$ cat src/rtl/ascon_fsm_ctrl.sv
`default_nettype none
// ============================================================================
// Module   : ascon_fsm_ctrl
// Purpose  : Sequencing controller for an Ascon encryption datapath. One
//            message is processed per start_i pulse: the 12-round
//            initialisation, one associated-data block, NB_BLOCKS-1 plaintext
//            blocks, and a 12-round finalisation that absorbs the last block.
//            The controller drives the state-register controls, the XOR
//            injection points, the round index, and the status flags.
// Ports    : clock_i          - rising-edge clock
//            resetb_i         - asynchronous active-low reset
//            start_i          - begin one encryption (sampled in IDLE only)
//            data_valid_i     - AD/plaintext block present on the data bus
//            data_ready_o     - controller is waiting for a block
//            select_o         - 1 = load external initial state
//            enable_o         - state register enable
//            xor_data_begin_o - XOR data block into the state (round start)
//            xor_key_begin_o  - XOR key into the state (finalisation start)
//            xor_key_end_o    - XOR key after the last 12-round permutation
//            xor_ext_end_o    - domain-separation XOR after the AD block
//            round_o          - round index for the round constant
//            block_o          - index of plaintext block being absorbed
//            cipher_valid_o   - ciphertext block available
//            tag_valid_o      - tag available
//            busy_o           - message in progress
//            done_o           - message complete (one cycle)
// Revision : 1.0 - initial release
// ============================================================================
module ascon_fsm_ctrl #(
  parameter int NB_BLOCKS = 4
) (
  input  logic       clock_i,
  input  logic       resetb_i,
  input  logic       start_i,
  input  logic       data_valid_i,
  output logic       data_ready_o,
  output logic       select_o,
  output logic       enable_o,
  output logic       xor_data_begin_o,
  output logic       xor_key_begin_o,
  output logic       xor_key_end_o,
  output logic       xor_ext_end_o,
  output logic [3:0] round_o,
  output logic [3:0] block_o,
  output logic       cipher_valid_o,
  output logic       tag_valid_o,
  output logic       busy_o,
  output logic       done_o
);

  typedef enum logic [2:0] {
    S_IDLE    = 3'd0,
    S_INIT    = 3'd1,
    S_AD_WAIT = 3'd2,
    S_AD      = 3'd3,
    S_PT_WAIT = 3'd4,
    S_PT      = 3'd5,
    S_FIN     = 3'd6,
    S_END     = 3'd7
  } state_t;

  localparam logic [3:0] c_first_round = 4'd0;
  localparam logic [3:0] c_mid_round   = 4'd6;   // first round of a 6-round permutation
  localparam logic [3:0] c_last_round  = 4'd11;
  localparam logic [3:0] c_last_block  = 4'(NB_BLOCKS - 1);

  state_t     r_state;
  state_t     w_nxt_state;
  logic [3:0] r_round;
  logic [3:0] w_nxt_round;
  logic [3:0] r_block;
  logic [3:0] w_nxt_block;

  // Output values decoded from the next state, registered alongside it so
  // every output comes straight from a flop.
  logic       w_data_ready;
  logic       w_select;
  logic       w_enable;
  logic       w_xor_data_begin;
  logic       w_xor_key_begin;
  logic       w_xor_key_end;
  logic       w_xor_ext_end;
  logic [3:0] w_round;
  logic [3:0] w_block;
  logic       w_cipher_valid;
  logic       w_tag_valid;
  logic       w_busy;
  logic       w_done;

  // --------------------------------------------------------------------------
  // Next-state and counter logic
  // --------------------------------------------------------------------------
  always_comb begin
    w_nxt_state = r_state;
    w_nxt_round = r_round;
    w_nxt_block = r_block;
    case (r_state)
      S_IDLE: begin
        if (start_i) begin
          w_nxt_state = S_INIT;
          w_nxt_round = c_first_round;
          w_nxt_block = 4'd0;
        end
      end
      S_INIT: begin
        if (r_round == c_last_round) begin
          w_nxt_state = S_AD_WAIT;
          w_nxt_round = c_first_round;
        end else begin
          w_nxt_round = r_round + 4'd1;
        end
      end
      S_AD_WAIT: begin
        if (data_valid_i) begin
          w_nxt_state = S_AD;
          w_nxt_round = c_mid_round;
        end
      end
      S_AD: begin
        if (r_round == c_last_round) begin
          w_nxt_state = S_PT_WAIT;
          w_nxt_round = c_first_round;
        end else begin
          w_nxt_round = r_round + 4'd1;
        end
      end
      S_PT_WAIT: begin
        // The final block is absorbed by the finalisation permutation.
        if (data_valid_i) begin
          if (r_block == c_last_block) begin
            w_nxt_state = S_FIN;
            w_nxt_round = c_first_round;
          end else begin
            w_nxt_state = S_PT;
            w_nxt_round = c_mid_round;
          end
        end
      end
      S_PT: begin
        if (r_round == c_last_round) begin
          w_nxt_state = S_PT_WAIT;
          w_nxt_round = c_first_round;
          if (r_block != c_last_block) begin
            w_nxt_block = r_block + 4'd1;
          end
        end else begin
          w_nxt_round = r_round + 4'd1;
        end
      end
      S_FIN: begin
        if (r_round == c_last_round) begin
          w_nxt_state = S_END;
          w_nxt_round = c_first_round;
        end else begin
          w_nxt_round = r_round + 4'd1;
        end
      end
      S_END: begin
        w_nxt_state = S_IDLE;
        w_nxt_round = c_first_round;
      end
      default: begin
        w_nxt_state = S_IDLE;
        w_nxt_round = c_first_round;
      end
    endcase
  end

  // --------------------------------------------------------------------------
  // Output decode of the next state (Moore: state and counters only)
  // --------------------------------------------------------------------------
  always_comb begin
    w_data_ready     = 1'b0;
    w_select         = 1'b0;
    w_enable         = 1'b0;
    w_xor_data_begin = 1'b0;
    w_xor_key_begin  = 1'b0;
    w_xor_key_end    = 1'b0;
    w_xor_ext_end    = 1'b0;
    w_round          = 4'd0;
    w_block          = 4'd0;
    w_cipher_valid   = 1'b0;
    w_tag_valid      = 1'b0;
    w_busy           = 1'b0;
    w_done           = 1'b0;
    case (w_nxt_state)
      S_INIT: begin
        w_busy        = 1'b1;
        w_enable      = 1'b1;
        w_round       = w_nxt_round;
        w_block       = w_nxt_block;
        w_select      = (w_nxt_round == c_first_round);
        w_xor_key_end = (w_nxt_round == c_last_round);
      end
      S_AD_WAIT, S_PT_WAIT: begin
        w_busy       = 1'b1;
        w_data_ready = 1'b1;
        w_block      = w_nxt_block;
      end
      S_AD: begin
        w_busy           = 1'b1;
        w_enable         = 1'b1;
        w_round          = w_nxt_round;
        w_block          = w_nxt_block;
        w_xor_data_begin = (w_nxt_round == c_mid_round);
        w_xor_ext_end    = (w_nxt_round == c_last_round);
      end
      S_PT: begin
        w_busy           = 1'b1;
        w_enable         = 1'b1;
        w_round          = w_nxt_round;
        w_block          = w_nxt_block;
        w_xor_data_begin = (w_nxt_round == c_mid_round);
        w_cipher_valid   = (w_nxt_round == c_mid_round);
      end
      S_FIN: begin
        w_busy           = 1'b1;
        w_enable         = 1'b1;
        w_round          = w_nxt_round;
        w_block          = w_nxt_block;
        w_xor_data_begin = (w_nxt_round == c_first_round);
        w_xor_key_begin  = (w_nxt_round == c_first_round);
        w_cipher_valid   = (w_nxt_round == c_first_round);
        w_xor_key_end    = (w_nxt_round == c_last_round);
      end
      S_END: begin
        w_busy      = 1'b1;
        w_block     = w_nxt_block;
        w_tag_valid = 1'b1;
        w_done      = 1'b1;
      end
      default: begin
        w_busy = 1'b0;
      end
    endcase
  end

  // --------------------------------------------------------------------------
  // State, counters and registered outputs
  // --------------------------------------------------------------------------
  always_ff @(posedge clock_i or negedge resetb_i) begin
    if (!resetb_i) begin
      r_state          <= S_IDLE;
      r_round          <= 4'd0;
      r_block          <= 4'd0;
      data_ready_o     <= 1'b0;
      select_o         <= 1'b0;
      enable_o         <= 1'b0;
      xor_data_begin_o <= 1'b0;
      xor_key_begin_o  <= 1'b0;
      xor_key_end_o    <= 1'b0;
      xor_ext_end_o    <= 1'b0;
      round_o          <= 4'd0;
      block_o          <= 4'd0;
      cipher_valid_o   <= 1'b0;
      tag_valid_o      <= 1'b0;
      busy_o           <= 1'b0;
      done_o           <= 1'b0;
    end else begin
      r_state          <= w_nxt_state;
      r_round          <= w_nxt_round;
      r_block          <= w_nxt_block;
      data_ready_o     <= w_data_ready;
      select_o         <= w_select;
      enable_o         <= w_enable;
      xor_data_begin_o <= w_xor_data_begin;
      xor_key_begin_o  <= w_xor_key_begin;
      xor_key_end_o    <= w_xor_key_end;
      xor_ext_end_o    <= w_xor_ext_end;
      round_o          <= w_round;
      block_o          <= w_block;
      cipher_valid_o   <= w_cipher_valid;
      tag_valid_o      <= w_tag_valid;
      busy_o           <= w_busy;
      done_o           <= w_done;
    end
  end

endmodule
`default_nettype wire

$ cat config.mk
export PLATFORM = sky130hd
export DESIGN_NAME = ascon_fsm_ctrl
export DESIGN_NICKNAME = d
export VERILOG_FILES = /design/src/rtl/ascon_fsm_ctrl.sv
export SDC_FILE = /design/constraint.sdc
export NUM_CORES = 1
export LEC_CHECK = 0
export CAP_MARGIN = 20
export CORE_MARGIN = 3
export CORE_UTILIZATION = 50
export DETAILED_ROUTE_END_ITERATION = 8
export PLACE_DENSITY = 0.74
export SLEW_MARGIN = 40
export SYNTH_ARGS = -nofsm -noshare
export SYNTH_HDL_FRONTEND = slang
export SYNTH_SLANG_ARGS = --single-unit
$ cat constraint.sdc
create_clock -name clock_i -period 4.7 [get_ports clock_i]
set_input_delay 0.94 -clock clock_i [delete_from_list [all_inputs] [get_ports clock_i]]
set_output_delay 0.94 -clock clock_i [all_outputs]
set_load 0.02 [all_outputs]
==> results by group <==
Detailed routing
  • Final ANT Viol Nets: 0
  • Via density: between 5 and 6
  • Pre-antenna DRT Iters: 4
  • WL final: just over 3000 µm
  • Post-DR wirelength/cell: roughly 14 µm
  • Routed vias: 1250
  • Detailed router's first-iteration violation count: 26
  • DR DRC count: 0

Place
  • HPWL Detailed: around 2200 µm
  • Placer Congestion: 0.8477
  • Port-buffer cells: 22

STA
  • Period minus WS final: approximately 2.8 ns
  • Max_slew headroom: 56.31%
  • Final Cycle Share: about three fifths
  • Setup TNS: 0 ns
  • Setup violations, final: 0
  • Fmax: 0.3617 GHz
  • Slew Limit Fails: 0
  • RSZ-0062 raised after global routing: no
  • Final hold vios: 0
  • Worst slew pin tran: 0.6554 ns
  • Hold slack: 0.5993 ns
  • Clk_skew: approximately 0.008 ns

Global route
  • Gr usage total: a little under a fifth
  • Gr ovfl total: 0
  • Initial antenna violation count: 0
  • First-pass GRT wire length: between 5000 and 6000 µm
  • Vias in the first global route: between 1000 and 1500
  • Largest net degree at the start of global routing: 30

Worst setup path
  • Startpoint types: input port
  • Critical path type: in -> reg
  • CP startpoint: data_valid_i
  • R2R Path End: xor_data_begin_o$_DFF_PN0_
  • CP Capture Type: flip-flop
  • Crit-path max FO: 8
  • End of the critical path: xor_data_begin_o$_DFF_PN0_
  • Worst Path Arrival: around 3.0 ns
  • Required @ worst endpoint: 4.94 ns
  • Worst r2r path cells: 6
  • R2R Setup Slk: between 2 and 2.5 ns
  • Reg-to-Reg Start: r_state[1]$_DFF_PN0_

Run
  • Max_cap viols: 0

Synth
  • Synth Register Bits: 29
  • EDFF count, synth: 0
  • Synth cell types: 53
  • Seq/Total Area, Yosys: approximately 46%
  • Area of the mapped netlist: ~1600 µm²
  • Synth warnings: 0
  • Synth area leader: dfrtp_1
  • Share of flip-flops with an asynchronous set or reset: 100.0%
  • Synthesized Nets: ~160
  • Top-area cell type share of the netlist area: a little under half
  • Cell count after synthesis: about 160
  • Main flop type after synthesis: dfrtp_1
  • Mean Syn Cell Area: roughly 10 µm²
  • Synth area leaders: dfrtp_1 46%, nor2_1 4.1%, nand2_1 2.9%, nor2b_1 2.8%, mux2i_1 2.6%

Die
  • Die Footprint: 3835 µm²
  • Die W: between 60 and 70 µm
  • Ports: 23
  • Cell row count: 19
  • Core ar.: approximately 2900 µm²
  • Die height: between 60 and 70 µm
  • Initial core utilization: a little over half

CTS
  • Depth of the CTS H-tree: 2
  • Clock latency on the worst-skew pair: around 0.32 ns
  • Clock root buffer master: clkbuf_4
  • Clk sinks: 29
  • Post-CTS sizing: 0
  • Clk slew on worst S/H paths: roughly 0.08 ns
  • Post-CTS Hold Fix Bufs: 0
  • Postcts setup bufs: 0
  • CTS Buffer Depth: 2
  • CTS tree: done
  • CTS Buf Count: 5

Pwr
  • Power per Cell Area: 559.2 nW/µm²
  • Max IR drop VDD: between 0.2 and 0.3 mV
  • Pleak: 0.7827 nW

Min path
  • Worst hold path type: reg -> reg

Finish
  • Fillers: between 200 and 250
  • Layout Nets: 182
  • Share of cells above drive strength 1: 10.17%
  • # diodes: 0
  • Area delta synth->final: 17.36%

Status
  • Status: finished, final reports clean
-- power by group --
part	internal, mW	switching, mW
registers	0.305	0.0929
clock network	0.0568	0.0817
logic	0.217	0.273
total	0.579	0.448
-- critical path: stages --
cell and delay [ns]:
clkdlybuf4s50_1 0.63, nand4bb_2 0.18, a32oi_2 0.30, o221ai_2 0.23, or4b_4 0.57, a21boi_1 0.14
-- cell usage after synthesis (3+ instances only) --
library cell / instances
o21ai_0: 4
nor2b_1: 7
o21a_1: 3
nor2_1: 17
nor3b_1: 5
buf_2: 6
mux2i_1: 4
o21ai_1: 3
dfrtp_1: 29
nand3b_1: 3
nand2_1: 12
nand3_1: 4
clkbuf_1: 3
a21oi_1: 5
inv_1: 3
nor3_1: 5
a21o_1: 3
-- placed cells by master (no fill, tap or decap), drive strengths merged, types with 2 or more instances in the layout --
cell type      netlist  layout
nor3b                5       5
a31oi                2       2
nand3b               3       3
nor2b                7       7
nand2               12      12
a21oi                5       5
nand3                4       4
ha                   2       2
clkinv               0       2
nor2                17      17
a21o                 3       3
clkdlybuf4s50        0      22
a21boi               4       4
dfrtp               29      29
inv                  4       4
mux2i                4       4
clkbuf               3       6
and3b                2       2
o21a                 3       3
o21ai                7       7
nor3                 5       5
nand4                2       2
-- metal layers --
metal	global-route usage, %	vias up	part of all wire [%]
met4	5.758	0	1.4
met2	29.00	36	47
li1	-	606	-
met5	0	-	0
met1	26.70	603	46
met3	4.959	5	5.3
-- cells by family (layout without fill, tap and decap cells) --
kind of cell / after synthesis / count (layout) / share of synthesized area (%)
multiplexers: 5 / 5 / 3.280
AO/OA/AOI/OAI: 35 / 35 / 17.44
buffers and inverters: 15 / 35 / 4.800
XOR/XNOR: 2 / 2 / 1.120
flip-flops: 29 / 29 / 46.40
AND/OR/NAND/NOR: 69 / 69 / 25.36
adder cells (fa/ha/maj): 2 / 2 / 1.600
-- final cells by class --
class	count	area, µm²	share of cell area [%]
clock inverter	2	10.01	0.5453
inverter	4	15.01	0.8180
multi-input combinational	113	763.2	41.58
clock buffer	6	41.29	2.249
tap	42	52.55	2.863
sequential	29	725.7	39.54
timing repair buffer	23	227.7	12.41
-- registers in the layout, indices dropped and copies added (netlist names), 3 cells and up --
name,flops
r_round,4
block_o,4
r_state,3
round_o,4
r_block,4
-- stage by stage --
step                instance area [µm²]  setup WS, ns  utilization, %  total power [mW]  instances
floorplan                          1564         2.431               -            0.7615        157
global placement                   1784         1.701           62.03            0.8792        211
detailed placement                 1784         1.638           62.03            0.8891        211
CTS                                1836         1.962           63.81             1.033        219
global route                       1836         1.849           63.81             1.119        219
finish                             1836         1.936           63.81             1.026        219
-- worst min-delay path by stage --
stage	depth (start not counted)	start	slack [ns]	end
2_1_floorplan	2	r_block[3]$_DFF_PN0_	0.51	r_block[3]$_DFF_PN0_
3_3_place_gp	1	r_block[1]$_DFF_PN0_	0.57	r_block[1]$_DFF_PN0_
3_5_place_dp	1	r_block[1]$_DFF_PN0_	0.56	r_block[1]$_DFF_PN0_
4_1_cts	2	r_block[3]$_DFF_PN0_	0.59	r_block[3]$_DFF_PN0_
5_1_grt	1	r_block[1]$_DFF_PN0_	0.63	r_block[1]$_DFF_PN0_
6_report	1	r_block[1]$_DFF_PN0_	0.60	r_block[1]$_DFF_PN0_
Note: power is estimated with default switching activity, not from simulation.
